### config.mk
export PLATFORM = sky130hd
export DESIGN_NAME = pipe_stage_buf
export DESIGN_NICKNAME = d
export VERILOG_FILES = /design/src/rtl/pipe_pkg.sv /design/src/rtl/pipe_sat_counter.sv /design/src/rtl/pipe_stage_buf.sv
export SDC_FILE = /design/constraint.sdc
export NUM_CORES = 1
export LEC_CHECK = 0
export ABC_AREA = 1
export BUFFER_PORTS_ARGS = -buffer_cell sky130_fd_sc_hd__buf_2
export CAP_MARGIN = 5
export CORE_ASPECT_RATIO = 2
export CORE_MARGIN = 2
export CORE_UTILIZATION = 45
export CTS_CLUSTER_DIAMETER = 150
export DETAILED_ROUTE_END_ITERATION = 8
export GPL_ROUTABILITY_DRIVEN = 0
export GPL_TIMING_DRIVEN = 0
export PLACE_DENSITY = 0.87
export SKIP_LAST_GASP = 1
export SLEW_MARGIN = 20
export SYNTH_ARGS = -nofsm -noshare
export SYNTH_HDL_FRONTEND = slang
export SYNTH_SLANG_ARGS = --single-unit
### constraint.sdc
create_clock -name clk -period 1.3 [get_ports clk]
set_input_delay 0.065 -clock clk [delete_from_list [all_inputs] [get_ports clk]]
set_output_delay 0.065 -clock clk [all_outputs]
set_load 0.005 [all_outputs]
### src/rtl/pipe_pkg.sv
// Shared definitions for the generic pipeline stage register:
// state encodings, default widths and per-stage payload field widths.
package pipe_pkg;

    typedef enum logic [1:0] {
        ST_EMPTY = 2'd0,
        ST_FULL  = 2'd1,
        ST_SKID  = 2'd2
    } pipe_state_e;

    localparam int PIPE_DATA_W = 32;
    localparam int PIPE_CNT_W  = 16;

    localparam int OP_W     = 7;
    localparam int FUNCT7_W = 7;
    localparam int FUNCT3_W = 3;
    localparam int REG_W    = 5;
    localparam int WORD_W   = 32;

endpackage

### src/rtl/pipe_sat_counter.sv
// Saturating up-counter used to observe output stalls.
// Holds at all-ones; cleared only by reset.
module pipe_sat_counter
    import pipe_pkg::*;
#(
    parameter int CNT_W = PIPE_CNT_W
) (
    input  logic             clk,
    input  logic             reset,
    input  logic             inc,
    output logic [CNT_W-1:0] cnt
);

    always_ff @(posedge clk or posedge reset) begin
        if (reset) begin
            cnt <= '0;
        end else if (inc && (cnt != '1)) begin
            cnt <= cnt + CNT_W'(1);
        end
    end

endmodule

### src/rtl/pipe_stage_buf.sv
// Generic valid/ready pipeline stage register with flush and stall counter.
// Define PIPE_SKID_EN for a 2-entry skid buffer with registered in_ready.
module pipe_stage_buf
    import pipe_pkg::*;
#(
    parameter int                DATA_W = PIPE_DATA_W,
    parameter logic [DATA_W-1:0] BUBBLE = '0,
    parameter int                CNT_W  = PIPE_CNT_W
) (
    input  logic              clk,
    input  logic              reset,
    input  logic              clear,
    input  logic              in_valid,
    output logic              in_ready,
    input  logic [DATA_W-1:0] in_data,
    output logic              out_valid,
    input  logic              out_ready,
    output logic [DATA_W-1:0] out_data,
    output logic [CNT_W-1:0]  stall_cnt
);

    pipe_state_e       state;
    pipe_state_e       state_nx;
    logic [DATA_W-1:0] main_q;
    logic [DATA_W-1:0] main_nx;
    logic              in_xfer;
    logic              out_xfer;

    assign out_valid = (state != ST_EMPTY);
    assign out_data  = main_q;
    assign in_xfer   = in_valid & in_ready;
    assign out_xfer  = out_valid & out_ready;

`ifdef PIPE_SKID_EN
    logic [DATA_W-1:0] skid_q;
    logic [DATA_W-1:0] skid_nx;
    logic              ready_q;

    assign in_ready = ready_q;

    always_comb begin
        state_nx = state;
        main_nx  = main_q;
        skid_nx  = skid_q;
        if (clear) begin
            state_nx = ST_EMPTY;
            main_nx  = BUBBLE;
        end else begin
            unique case (state)
                ST_EMPTY: begin
                    if (in_xfer) begin
                        state_nx = ST_FULL;
                        main_nx  = in_data;
                    end
                end
                ST_FULL: begin
                    if (in_xfer && out_xfer) begin
                        main_nx = in_data;
                    end else if (out_xfer) begin
                        state_nx = ST_EMPTY;
                    end else if (in_xfer) begin
                        state_nx = ST_SKID;
                        skid_nx  = in_data;
                    end
                end
                ST_SKID: begin
                    if (out_xfer) begin
                        state_nx = ST_FULL;
                        main_nx  = skid_q;
                    end
                end
                default: state_nx = ST_EMPTY;
            endcase
        end
    end

    // Ready is precomputed from the next state so it stays a pure flop output.
    always_ff @(posedge clk or posedge reset) begin
        if (reset) begin
            state   <= ST_EMPTY;
            main_q  <= BUBBLE;
            skid_q  <= '0;
            ready_q <= 1'b1;
        end else begin
            state   <= state_nx;
            main_q  <= main_nx;
            skid_q  <= skid_nx;
            ready_q <= (state_nx != ST_SKID);
        end
    end
`else
    assign in_ready = !out_valid | out_ready;

    always_comb begin
        state_nx = state;
        main_nx  = main_q;
        if (clear) begin
            state_nx = ST_EMPTY;
            main_nx  = BUBBLE;
        end else if (in_xfer) begin
            state_nx = ST_FULL;
            main_nx  = in_data;
        end else if (out_xfer) begin
            state_nx = ST_EMPTY;
        end
    end

    always_ff @(posedge clk or posedge reset) begin
        if (reset) begin
            state  <= ST_EMPTY;
            main_q <= BUBBLE;
        end else begin
            state  <= state_nx;
            main_q <= main_nx;
        end
    end
`endif

    pipe_sat_counter #(
        .CNT_W(CNT_W)
    ) u_stall_cnt (
        .clk  (clk),
        .reset(reset),
        .inc  (out_valid & ~out_ready),
        .cnt  (stall_cnt)
    );

endmodule

==> flow_summary.yaml <==
place:
  port_buffers: 86
  dpl.hpwl_um: 4450
  dpl_cell_area_mm2: 0.00295
route:
  drc_errors: 0
  vias: 2586
  via_per_inst: 5.29
  drt-total-wl_um: 7080
  dr.pass1.iters: 8
  ant_nets: 0
  drt_iter0_drc: 133
  routedWlPerCell_um: 14.5
yosys:
  synth_top_area_frac: 0.504
  synthArstFlopShare: 1.00
  synth_edf_count: 0
  netlist_area_mm2: 0.00243
  synthCells: 297
  yosysTopAreaCell: "dfrtp_1"
  seq_area_frac_synth: 0.504
  ys.flop_type: "dfrtp_1"
  syn_avg_cell_area_um2: 8.19
  synth_warnings: 0
  synth_fp_nets: 335
  yosysUniqueCellTypes: 25
  netlist_top_cells_area: "dfrtp_1 (50%), nand2_1 (10%), nand3_1 (8.6%)"
  ys_ff_latch: 49
global_route:
  grt_pass1_vias: 2518
  grt_first_pass_wirelength_um: 10900
  grt_overflow_total: 0
  antenna_found_initial: 0
  grt_usage: 0.227
  grt_start_max_net_pins: 50
setup_path:
  critical_path_class: "reg -> reg"
  reg2reg_depth: 9
  critPathMaxFanout: 10
  crit_required_ns: 1.54
  worstSetupEndpointType: "register"
  reg2reg_slack_ns: -0.09
  arrival_ns: 1.63
  worstSetupStartpointType: "register"
die:
  die_area_mm2: 0.00604
  die_w_um: 56.0
  die_h_um: 108
  io_pins: 87
  coreArea_mm2: 0.00518
  initial_core_util: 0.469
  row_count: 37
cts:
  htree_levels: 2
  clkTransAtPathRegs_ns: 0.09
  cts-buffers-inserted: 5
  clockRootBuffer: "clkbuf_8"
  insertion_delay_ns: 0.30
  clockBufferDepth: 2
  cts_sinks: 49
  cts_tree: "built"
timing:
  slew_violations: 0
  skew_ns: 0.00753
  max_slew_margin: 0.776
  worstMarginPinSlew_ns: 0.335
  finalSetupViolations: 15
  hold_violations: 3
  timing.final.crit_period_ns: 1.39
  rsz0062_at_grt: "yes"
  max_freq_mhz: 720
  fin_ws_ns: -0.0887
  holdWs_ns: -0.000928
  period_share: 1.07
final_layout:
  insertedDiodeCount: 0
  design_area_mm2: 0.00353
  area_growth_pct: 45.1
  nNetsFinal: 468
  utilization: 0.681
  drive_above_1_share: 0.397
worst_hold_path:
  hp-class: "in -> reg"
  hold_depth: 3
status:
  failed_checks: "hold timing, setup timing"
  status: "finished, violations left"
power_and_ir_drop:
  power_density_mw_per_mm2: 1160
  ir_drop_uv: 961
  p_leak_nw: 1.82
flow_run:
  maxCapViolCount: 0
==> cell usage in the layout (no fill, tap or decap), types with 3 or more instances in the layout <==
cell and instances:
buf_6 4, nor2_2 4, o21ai_1 4, o21ai_0 32
nor2_4 8, nand2_1 63, xnor2_1 4, dlygate4sd3_1 10
buf_2 86, buf_4 26, nand3_1 42, nor2_1 8
clkinvlp_4 3, clkbuf_8 8, clkbuf_2 3, dfrtp_2 7
o21ai_2 4, inv_1 48, nand4_1 5, nand2_2 4
dfrtp_1 42
==> cells by family (layout without fill, tap and decap cells) <==
family,Yosys count,in the layout,share of synthesized area
adders and majority gates,1,1,0.00514
AOI/OAI and AO/OA,42,43,0.0972
buffers and inverters,63,196,0.107
and+or+nand+nor,137,137,0.269
xor gates and xnor gates,5,5,0.0180
DFF,49,49,0.504
==> per-layer routing <==
metal | up-vias | part of all wire | track usage
li1 | 1205 | - | -
met3 | 28 | 0.040 | 0.0323
met2 | 112 | 0.56 | 0.423
met1 | 1241 | 0.36 | 0.235
met4 | 0 | 0.042 | 0.134
met5 | - | 0 | 0
==> repair_timing <==
action | CTS | global route
resized for setup | 24 | 19
pin swaps | 3 | 6
hold buffers | 8 | 2
setup endpoints to repair | 47 | 47
cloned | 3 | 0
endpoints found under the hold margin | 8 | 15
setup buffers | 16 | 10
==> layout make-up <==
cell class              count  area [um2]
clock inverters             2        37.5
flip-flops and latches     49        1230
repair buffers            125         777
clock buffers               6        82.6
fillers                   420        1660
inverters                  52         205
plain buffers              11         114
well taps                  58        72.6
multi-input cells         186        1000
==> synth_stat cells, types with 4 or more instances <==
| cell | n |
|---|---|
| buf_2 | 4 |
| inv_1 | 49 |
| dfrtp_1 | 49 |
| o21ai_2 | 4 |
| nor2_4 | 5 |
| clkbuf_1 | 5 |
| nand3_1 | 42 |
| o21ai_0 | 35 |
| xnor2_1 | 4 |
| nor2_1 | 12 |
| nand4_1 | 5 |
| nand2_1 | 65 |
==> path summary, 6_finish.rpt <==
kind | startpoint | to
worst max-delay path | u_stall_cnt.cnt[0] | u_stall_cnt.cnt[5]
worst min-delay path | in_data[4] | out_data[4]
worst max register to register | u_stall_cnt.cnt[0] | u_stall_cnt.cnt[5]
worst min register to register | out_data[22] | out_data[22]
max in group asynchronous | reset | u_stall_cnt.cnt[0]
min in group asynchronous | reset | out_data[14]
==> sequential cells by signal, summed over array words and instances (netlist names) <==
signal and cells:
state 1, u_stall_cnt.cnt 16, out_data 32
==> worst max-delay path, stage by stage, from the launching register on <==
cell     delay (ns)
dfrtp_2        0.44
ha_4           0.18
inv_2          0.06
nor2_4         0.05
nand2_4        0.07
nor2_4         0.04
nor2_4         0.19
buf_8          0.18
nand2_1        0.06
nand2_1        0.06
==> through the flow <==
stage / total power, mW / setup WS, ns / TNS (ns) / std cells
after floorplan: 2.30 / -0.0134 / -0.0572 / 297
after global placement: 2.60 / -0.109 / -2.97 / 441
after detailed placement: 2.64 / -0.161 / -4.71 / 441
after CTS: 3.96 / -0.0932 / -0.982 / 476
after global routing: 4.32 / -0.203 / -2.64 / 489
final: 4.11 / -0.0887 / -1.05 / 489
==> power by group <==
part	switching, mW	leakage (nW)	internal [mW]
sequential	0.147	0.621	1.69
clock	0.535	0.0574	0.627
combinational	0.551	1.14	0.560
total	1.23	1.82	2.88
Power figures use the tool's default switching activity.
